`config.mk`:
```
export PLATFORM = sky130hd
export DESIGN_NAME = mem_arbiter_flat
export DESIGN_NICKNAME = d
export VERILOG_FILES = /design/src/rtl/mem_arbiter_if.sv /design/src/rtl/mem_arbiter.sv /design/src/flat_wrapper.sv
export SDC_FILE = /design/constraint.sdc
export NUM_CORES = 1
export LEC_CHECK = 0
export BUFFER_PORTS_ARGS = -buffer_cell sky130_fd_sc_hd__buf_4
export CAP_MARGIN = 10
export CORE_UTILIZATION = 39
export CTS_CLUSTER_DIAMETER = 60
export DETAILED_ROUTE_END_ITERATION = 10
export HOLD_SLACK_MARGIN = 0.1
export PLACE_DENSITY = 0.77
export SYNTH_ARGS = -nofsm -noshare
export SYNTH_HDL_FRONTEND = slang
export SYNTH_SLANG_ARGS = --single-unit
export TNS_END_PERCENT = 10
```
`constraint.sdc`:
```
create_clock -name clk -period 1.17 [get_ports clk]
set_input_delay 0.0585 -clock clk [delete_from_list [all_inputs] [get_ports clk]]
set_output_delay 0.0585 -clock clk [all_outputs]
set_load 0.005 [all_outputs]
```
`src/rtl/mem_arbiter_if.sv`:
```
// Shared signal bundle between the CPU/loader side and the memory arbiter.
// The master side drives CPU strobes and loader requests; the slave is the arbiter.
interface mem_arbiter_if #(
  parameter int ADDR_W = 6
);
  logic [7:0]        cpu_ctrl;
  logic [15:0]       cpu_bus;
  logic              cpu_boundary;
  logic              cpu_stall;
  logic              ld_mode;
  logic              ld_valid;
  logic [ADDR_W-1:0] ld_addr;
  logic [7:0]        ld_data;
  logic              ld_ready;
  logic [6:0]        ld_count;
  logic [7:0]        mem_ctrl;
  logic [15:0]       mem_bus;
  logic              owner;

  modport master (
    output cpu_ctrl, cpu_bus, cpu_boundary, ld_mode, ld_valid, ld_addr, ld_data,
    input  cpu_stall, ld_ready, ld_count, mem_ctrl, mem_bus, owner
  );

  modport slave (
    input  cpu_ctrl, cpu_bus, cpu_boundary, ld_mode, ld_valid, ld_addr, ld_data,
    output cpu_stall, ld_ready, ld_count, mem_ctrl, mem_bus, owner
  );
endinterface

```
`src/rtl/mem_arbiter.sv`:
```
// Shares the SAP-2 memory strobes/bus between the CPU and a byte-wide loader.
// The loader takes over at an instruction boundary and writes each byte as MAR -> MDR -> RAM.
module mem_arbiter #(
  parameter int ADDR_W = 6
) (
  input  logic           clk,
  input  logic           rst,
  mem_arbiter_if.slave   bus
);

  typedef enum logic [2:0] {
    ST_CPU   = 3'd0,
    ST_WAIT  = 3'd1,
    ST_IDLE  = 3'd2,
    ST_ADDR  = 3'd3,
    ST_DATA  = 3'd4,
    ST_WRITE = 3'd5
  } state_t;

  localparam logic [7:0] CTRL_MAR = 8'h30;
  localparam logic [7:0] CTRL_MDR = 8'h08;
  localparam logic [7:0] CTRL_RAM = 8'h04;

  state_t            state_r;
  logic [6:0]        count_r;
  logic [ADDR_W-1:0] addr_r;
  logic [7:0]        data_r;

  // Ownership/write-sequence FSM with loader byte latches and write counter.
  always_ff @(posedge clk) begin
    if (!rst) begin
      state_r <= ST_CPU;
      count_r <= 7'd0;
      addr_r  <= '0;
      data_r  <= 8'h00;
    end else begin
      case (state_r)
        ST_CPU: begin
          if (bus.ld_mode) begin
            if (bus.cpu_boundary) begin
              state_r <= ST_IDLE;
              count_r <= 7'd0;
            end else begin
              state_r <= ST_WAIT;
            end
          end
        end
        ST_WAIT: begin
          if (!bus.ld_mode) begin
            state_r <= ST_CPU;
          end else if (bus.cpu_boundary) begin
            state_r <= ST_IDLE;
            count_r <= 7'd0;
          end
        end
        ST_IDLE: begin
          if (!bus.ld_mode) begin
            state_r <= ST_CPU;
          end else if (bus.ld_valid) begin
            addr_r  <= bus.ld_addr;
            data_r  <= bus.ld_data;
            state_r <= ST_ADDR;
          end
        end
        // Once a byte is accepted it always runs to completion.
        ST_ADDR: state_r <= ST_DATA;
        ST_DATA: state_r <= ST_WRITE;
        ST_WRITE: begin
          if (count_r != 7'd127) begin
            count_r <= count_r + 7'd1;
          end
          state_r <= bus.ld_mode ? ST_IDLE : ST_CPU;
        end
        default: state_r <= ST_CPU;
      endcase
    end
  end

  // Output decode: CPU passthrough or loader-generated strobes, from the registered state.
  always_comb begin
    bus.mem_ctrl  = bus.cpu_ctrl;
    bus.mem_bus   = bus.cpu_bus;
    bus.owner     = 1'b0;
    bus.cpu_stall = 1'b0;
    bus.ld_ready  = 1'b0;
    case (state_r)
      ST_CPU, ST_WAIT: begin
        bus.mem_ctrl = bus.cpu_ctrl;
        bus.mem_bus  = bus.cpu_bus;
      end
      ST_IDLE: begin
        bus.owner     = 1'b1;
        bus.cpu_stall = 1'b1;
        bus.mem_ctrl  = 8'h00;
        bus.mem_bus   = 16'h0000;
        bus.ld_ready  = bus.ld_mode;
      end
      ST_ADDR: begin
        bus.owner     = 1'b1;
        bus.cpu_stall = 1'b1;
        bus.mem_ctrl  = CTRL_MAR;
        bus.mem_bus   = 16'(addr_r);
      end
      ST_DATA: begin
        bus.owner     = 1'b1;
        bus.cpu_stall = 1'b1;
        bus.mem_ctrl  = CTRL_MDR;
        bus.mem_bus   = {8'h00, data_r};
      end
      ST_WRITE: begin
        bus.owner     = 1'b1;
        bus.cpu_stall = 1'b1;
        bus.mem_ctrl  = CTRL_RAM;
        bus.mem_bus   = 16'h0000;
      end
      default: begin
        bus.owner     = 1'b1;
        bus.cpu_stall = 1'b1;
        bus.mem_ctrl  = 8'h00;
        bus.mem_bus   = 16'h0000;
      end
    endcase
  end

  assign bus.ld_count = count_r;

endmodule

```
`src/flat_wrapper.sv`:
```
// flat-port wrapper written by rule: the top's interface ports become plain ports
module mem_arbiter_flat 
#(
  parameter int ADDR_W = 6
)
  (clk, rst, bus_cpu_ctrl, bus_cpu_bus, bus_cpu_boundary, bus_ld_mode, bus_ld_valid, bus_ld_addr, bus_ld_data, bus_cpu_stall, bus_ld_ready, bus_ld_count, bus_mem_ctrl, bus_mem_bus, bus_owner);
  mem_arbiter_if #(.ADDR_W(ADDR_W)) bus_i ();
  input  logic clk;
  input  logic rst;
  input wire logic [$bits(bus_i.cpu_ctrl)-1:0] bus_cpu_ctrl;
  input wire logic [$bits(bus_i.cpu_bus)-1:0] bus_cpu_bus;
  input wire logic [$bits(bus_i.cpu_boundary)-1:0] bus_cpu_boundary;
  input wire logic [$bits(bus_i.ld_mode)-1:0] bus_ld_mode;
  input wire logic [$bits(bus_i.ld_valid)-1:0] bus_ld_valid;
  input wire logic [$bits(bus_i.ld_addr)-1:0] bus_ld_addr;
  input wire logic [$bits(bus_i.ld_data)-1:0] bus_ld_data;
  output wire logic [$bits(bus_i.cpu_stall)-1:0] bus_cpu_stall;
  output wire logic [$bits(bus_i.ld_ready)-1:0] bus_ld_ready;
  output wire logic [$bits(bus_i.ld_count)-1:0] bus_ld_count;
  output wire logic [$bits(bus_i.mem_ctrl)-1:0] bus_mem_ctrl;
  output wire logic [$bits(bus_i.mem_bus)-1:0] bus_mem_bus;
  output wire logic [$bits(bus_i.owner)-1:0] bus_owner;
  assign bus_i.cpu_ctrl = bus_cpu_ctrl;
  assign bus_i.cpu_bus = bus_cpu_bus;
  assign bus_i.cpu_boundary = bus_cpu_boundary;
  assign bus_i.ld_mode = bus_ld_mode;
  assign bus_i.ld_valid = bus_ld_valid;
  assign bus_i.ld_addr = bus_ld_addr;
  assign bus_i.ld_data = bus_ld_data;
  assign bus_cpu_stall = bus_i.cpu_stall;
  assign bus_ld_ready = bus_i.ld_ready;
  assign bus_ld_count = bus_i.ld_count;
  assign bus_mem_ctrl = bus_i.mem_ctrl;
  assign bus_mem_bus = bus_i.mem_bus;
  assign bus_owner = bus_i.owner;
  mem_arbiter #(.ADDR_W(ADDR_W)) u_core (.clk(clk), .rst(rst), .bus(bus_i));
endmodule
```
# Word level (Yosys, flattened, before mapping)
# Index checks and enable logic that the tools add are counted.
totals:
  regBits: 24
  input_bits: 43
  output_inout_bits: 34
classes:
  n_reduce_logical: 6
  add_sub_neg: 1
  eq_ne: 12
  muxes: 16
ops:
  columns: ["operator", "n"]
  rows:
  - ["$pmux W16 S3", 1]
  - ["$pmux W8 S4", 1]
  - ["$mux W7", 3]
  - ["$pmux W3 S6", 1]
  - ["$mux W3", 5]
  - ["$pmux W7 S2", 1]
  - ["$add A7 B1 Y7 const B", 1]
  - ["$ne A7 B7 Y1 const B", 1]
  - ["$eq A3 B2 Y1 const B", 2]
  - ["$eq A3 B3 Y1 const B", 2]
  - ["$ne A2 B1 Y1 const B", 3]
  - ["$ne A3 B3 Y1 const B", 2]
  - ["$reduce_and A3 Y1", 2]
  - ["$mux W2", 2]
  - ["$reduce_and A4 Y1", 1]
  - ["$eq A3 B1 Y1 const B", 1]
  - ["$logic_not A3 Y1", 1]
  - ["$mux W1", 2]
  - ["$ne A2 B2 Y1 const B", 1]
  - ["$reduce_bool A2 Y1", 1]
  - ["$reduce_or A2 Y1", 1]

# Logic depth before layout (Yosys ltp)
logic_depth:
  depth_word: 4
  depth_mapped: 6
  ltp_nobuf: 5

# Worst setup path after synthesis
# OpenSTA, ideal clock, no wires.
synth_path:
  path_kind: "reg-to-reg"
  startpoint: "register u_core.state_r[2]"
  endpoint: "register u_core.count_r[3], in the netlist u_core.bus.ld_count[3]"
  path_stages_with_launch: 7
  setup_slack_ns: -0.153
  synth_period_minus_slack_ns: 1.323
  required_time_ns: 1.053
  n_path_buf: 1
  setup_ns: 0.117
  arrival_time_ns: 1.206
  path_cell_list: "dfxtp_1 > buf_4 > nor2_1 > inv_1 > o21ai_2 > nor2_1 > a32o_1"
synth_between:
  elab_chain_len: 4
  elab_cells_between_ends: 10
  cone_classes: "eq/ne: 5; mux: 1; reduce/logical: 4"
synth_lines:
  columns: ["element", "line", "source"]
  rows:
  - ["start: declaration", "mem_arbiter.sv:24", "state_t state_r;"]
  - ["start signal: assignment", "mem_arbiter.sv:72", "state_r <= bus.ld_mode ? ST_IDLE : ST_CPU;"]
  - ["$eq A3 B1 Y1 or $logic_not A3 Y1 (tied branches)", "mem_arbiter.sv:37", "case (state_r)"]
  - ["$reduce_or A2 Y1 (no line)", null, null]
  - ["$ne A2 B1 Y1 (no line) or $reduce_bool A2 Y1 (tied branches)", null, null]
  - ["$reduce_and A4 Y1 (no line)", null, null]
  - ["end signal: assignment", "mem_arbiter.sv:70", "count_r <= count_r + 7'd1;"]
  - ["end: declaration", "mem_arbiter.sv:25", "logic [6:0] count_r;"]
# Several ways; a longest one is shown, not always the timed one.
# A chain may end at the register's enable or synchronous reset.

# Worst setup path in the final report
layout_path:
  startpoint: "register u_core.state_r[2]"
  endpoint: "output port bus_mem_bus[6]"
layout_between:
  elab_chain_len: 3
  elab_cells_between_ends: 6
  cone_classes: "eq/ne: 3; mux: 1; reduce/logical: 2"
layout_lines:
  columns: ["element", "line", "source"]
  rows:
  - ["$eq A3 B1 Y1 or $logic_not A3 Y1 (tied branches)", "mem_arbiter.sv:86", "case (state_r)"]
  - ["$reduce_or A2 Y1 (no line)", null, null]
  - ["$pmux W16 S3 (*)", "mem_arbiter.sv:86", null]
  - ["end: declaration", "flat_wrapper.sv:21", "output wire logic [$bits(bus_i.mem_bus)-1:0] bus_mem_bus;"]
# Every way passes the cells marked *; elsewhere a longest branch is shown, timed or not.

==> metrics.md <==
| Metric | Value |
|---|---|
| Synthesized area | 1330 µm² |
| Max clock buf depth | 2 |
| RSZ-0062 raised after global routing | true |
| Violated checks | setup timing |
| Clk sink count | 24 |
| GPL Wtd Cong | 0.832 |
| # rows | 20 |
| Final hold vios | 0 |
| FF+latch count, synth | 24 |
| Core footprint | 3130 µm² |
| Vias in the first global route | 1568 |
| Vias per cell | 5.14 |
| Worst Setup Path Type | flop to output port |
| Status | finished, violations left |
| Worst Setup Start Kind | flop |
| Fmax | 0.661 GHz |
| Avg Synthesized Cell Area | 7.45 µm² |
| Yosys cell types | 35 |
| Share of cells above drive strength 1 | 50.7% |
| Critical path depth | 5 |
| Initial DRC count | 93 |
| Slew Limit Fails | 0 |
| Async set or reset register ratio after synthesis | 0% |
| Nets | 337 |
| CP bufs+invs | 3 |
| Total GRT Usage | 26.6% |
| Diode count | 0 |
| DIE WIDTH | 60.3 µm |
| Hold Crit Depth | 3 |
| Post-synthesis mux area share | 0% |
| Hold Crit Class | input pin to flop |
| I/O Buffers | 76 |
| Area post-placement | 2150 µm² |
| Root buf cell | clkbuf_4 |
| Syn_nets | 222 |
| Clk slew on worst S/H paths | 0.14 ns |
| CTS tree | yes |
| Final setup violation count | 48 |
| Synth Area in Compound Gates | 21.4% |
| Pwr dens | 769 nW/µm² |
| Max-cap viol count | 0 |
| Overall die height | 60.3 µm |
| Critical Path, Cell by Cell | buf_6, buf_8, nand2b_1, a21oi_1, buf_4 |
| PnR worst setup slack | -0.344 ns |
| Wire per inst | 15.1 µm |
| Ys flop type | dfxtp_1 |
| Final Core Density | 81.5% |
| Wirelength, routed | 5.08 mm |
| CP max FO | 11 |
| Initial antenna violation count | 0 |
| Period utilization | 129% |
| Worst-case reg-to-reg path depth | 6 |
| Via count | 1728 |
| Slew HR | 81.3% |
| Worst Max-Slew Pin Slew | 0.278 ns |
| Register area share after synthesis | 36.2% |
| Critical path's top delay family | buffers and inverters |
| Fin crit period | 1.51 ns |
| CP arrival | 1.46 ns |
| Post-synth EDFFs | 0 |
| Peak supply drop | 0.000613 V |
| Antenna-violating nets left | 0 |
| Global-route wire length before repair | 7.09 mm |
| Post-synthesis adder-cell area fraction | 0.943% |
| Final Skew | 0.0104 ns |
| Pre-Repair DR Iteration Count | 4 |
| Synth Instances | 178 |
| Largest family of logic cells by synthesized area | simple AND/OR/NAND/NOR gates |
| Clk Latency, worst-skew pair | 0.34 ns |
| Gr ovfl total | 0 |
| Initial Util | 42.4% |
| H-Tree Depth | 1 |
| P&R area growth vs syn | 92.2% |
| CTS buffer count | 3 |
| DRC | 0 |
| Post-Synth XOR/XNOR Area | 1.32% |
| Setup crit end kind | output port |
| YS warnings | 0 |
| Design Area, Final | 2550 µm² |
| WP data required | 1.11 ns |
| I/O pin total | 77 |
| Leak | 0.00111 µW |
| Final HPWL DP | 3.02 mm |
| Synth Area in Simple Gates | 33.3% |
| Largest net degree at the start of global routing | 17 |
| CP max stage cell | dfxtp_4 |
| Worst path max stage delay | 0.40 ns |
| Die area | 3640 µm² |
## synth_stat cells, types with 2 or more instances
library cell | instances | share of area (%)
dfxtp_1 | 24 | 36
a21oi_1 | 26 | 9.8
nand2b_1 | 6 | 2.8
nor2_1 | 6 | 1.7
nand2_1 | 23 | 6.5
clkbuf_1 | 6 | 1.7
buf_2 | 5 | 1.9
a21boi_0 | 2 | 1.1
o21a_1 | 3 | 1.7
and2_1 | 13 | 6.1
a32o_1 | 2 | 1.5
xnor2_1 | 2 | 1.3
nor3b_1 | 2 | 1.1
o32ai_1 | 3 | 2.0
inv_1 | 3 | 0.85
nor2b_1 | 6 | 2.8
nand3_1 | 19 | 7.2
buf_4 | 3 | 1.7
nand4_1 | 2 | 0.94
nor3_1 | 2 | 0.75
o21ai_0 | 6 | 2.3
## layout make-up
type	instances	area (µm²)
timing repair buffer	125	1040
multi-input combinational	135	886
fill	193	579
sequential	24	495
tap	44	55.1
clock inverter	1	30.0
clock buffer	3	22.5
inverter	4	15.0
## report_power, final
group / switching (µW) / leakage, µW / internal (µW)
Combinational: 191 / 0.000887 / 316
Sequential: 9.35 / 0.000198 / 825
Clock: 272 / 0.0000279 / 347
Total: 472 / 0.00111 / 1490
## worst reg2reg max path: stages, from the launching register on
cell	delay (ns)
dfxtp_4	0.40
nor4bb_2	0.28
buf_4	0.17
buf_4	0.11
nand2_4	0.10
nand2_1	0.12
a21oi_1	0.08
## per-stage QoR
| step | TNS (ns) | instances | worst slack [ns] | hold WS, ns | power [µW] |
|---|---|---|---|---|---|
| floorplan | -0.762 | 178 | -0.0568 | 0.189 | 1010 |
| global placement | -2.12 | 312 | -0.121 | 0.327 | 1260 |
| detailed placement | -2.39 | 312 | -0.141 | 0.328 | 1260 |
| CTS | -8.32 | 334 | -0.343 | 0.131 | 1930 |
| global route | -12.46 | 336 | -0.390 | 0.141 | 2050 |
| finish | -9.71 | 336 | -0.344 | 0.127 | 1960 |
## registers in the layout, indices dropped and copies added (netlist names)
signal / count
u_core.state_r: 3
u_core.data_r: 8
u_core.addr_r: 6
u_core.bus.ld_count: 7
## cell families (layout without fill, tap and decap cells)
family / count (synthesis) / count (layout)
compound gates: 47 / 47
xor+xnor: 2 / 2
fa+ha+maj: 1 / 1
buf+inv: 19 / 133
flops: 24 / 24
simple gates: 85 / 85
## repair_timing
item | in CTS | in global routing
pin swaps | 7 | 6
hold endpoints to repair | 21 | 0
setup endpoints to repair | 50 | 49
resized for setup | 24 | 24
setup buffers | 0 | 2
hold buffers | 18 | 0
## metal layers
metal	wire (µm)	share of wire, %	global-route usage (%)	up-vias
li1	-	-	-	841
met1	2010	40	31.6	825
met2	2760	54	48.2	52
met3	206	4.1	5.41	10
met4	105	2.1	7.31	0
met5	0	0	0	-
## placed cells by master (no fill, tap or decap), types with 2 or more instances in the layout
cell type,netlist,final
a21oi_1,26,22
a21oi_2,0,4
a32o_1,2,2
and2_1,13,12
buf_4,3,95
buf_6,0,9
buf_8,0,2
clkbuf_4,0,3
dfxtp_1,24,16
dfxtp_2,0,6
dfxtp_4,0,2
dlygate4sd3_1,0,18
inv_2,0,2
nand2_1,23,20
nand2_2,1,3
nand2b_1,6,3
nand2b_4,0,3
nand3_1,19,18
nand4_1,2,2
nor2_1,6,3
nor2_4,0,2
nor2b_1,6,4
nor2b_2,0,2
nor3_1,2,2
o21a_1,3,2
o21ai_1,0,5
o32ai_1,3,2
xnor2_1,2,2
## final timing paths
path / to / slack (ns) / from
hold reg to reg: u_core.data_r[3]$_SDFFE_PN0P_ / 0.47 / u_core.data_r[3]$_SDFFE_PN0P_
setup / recovery: bus_mem_bus[6] / -0.34 / u_core.state_r[2]$_SDFFE_PN0P_
setup reg to reg: u_core.data_r[0]$_SDFFE_PN0P_ / -0.18 / u_core.state_r[1]$_SDFFE_PN0P_
hold / removal: u_core.state_r[0]$_SDFFE_PN0P_ / 0.13 / bus_ld_mode
(Power assumes the default switching activity.)
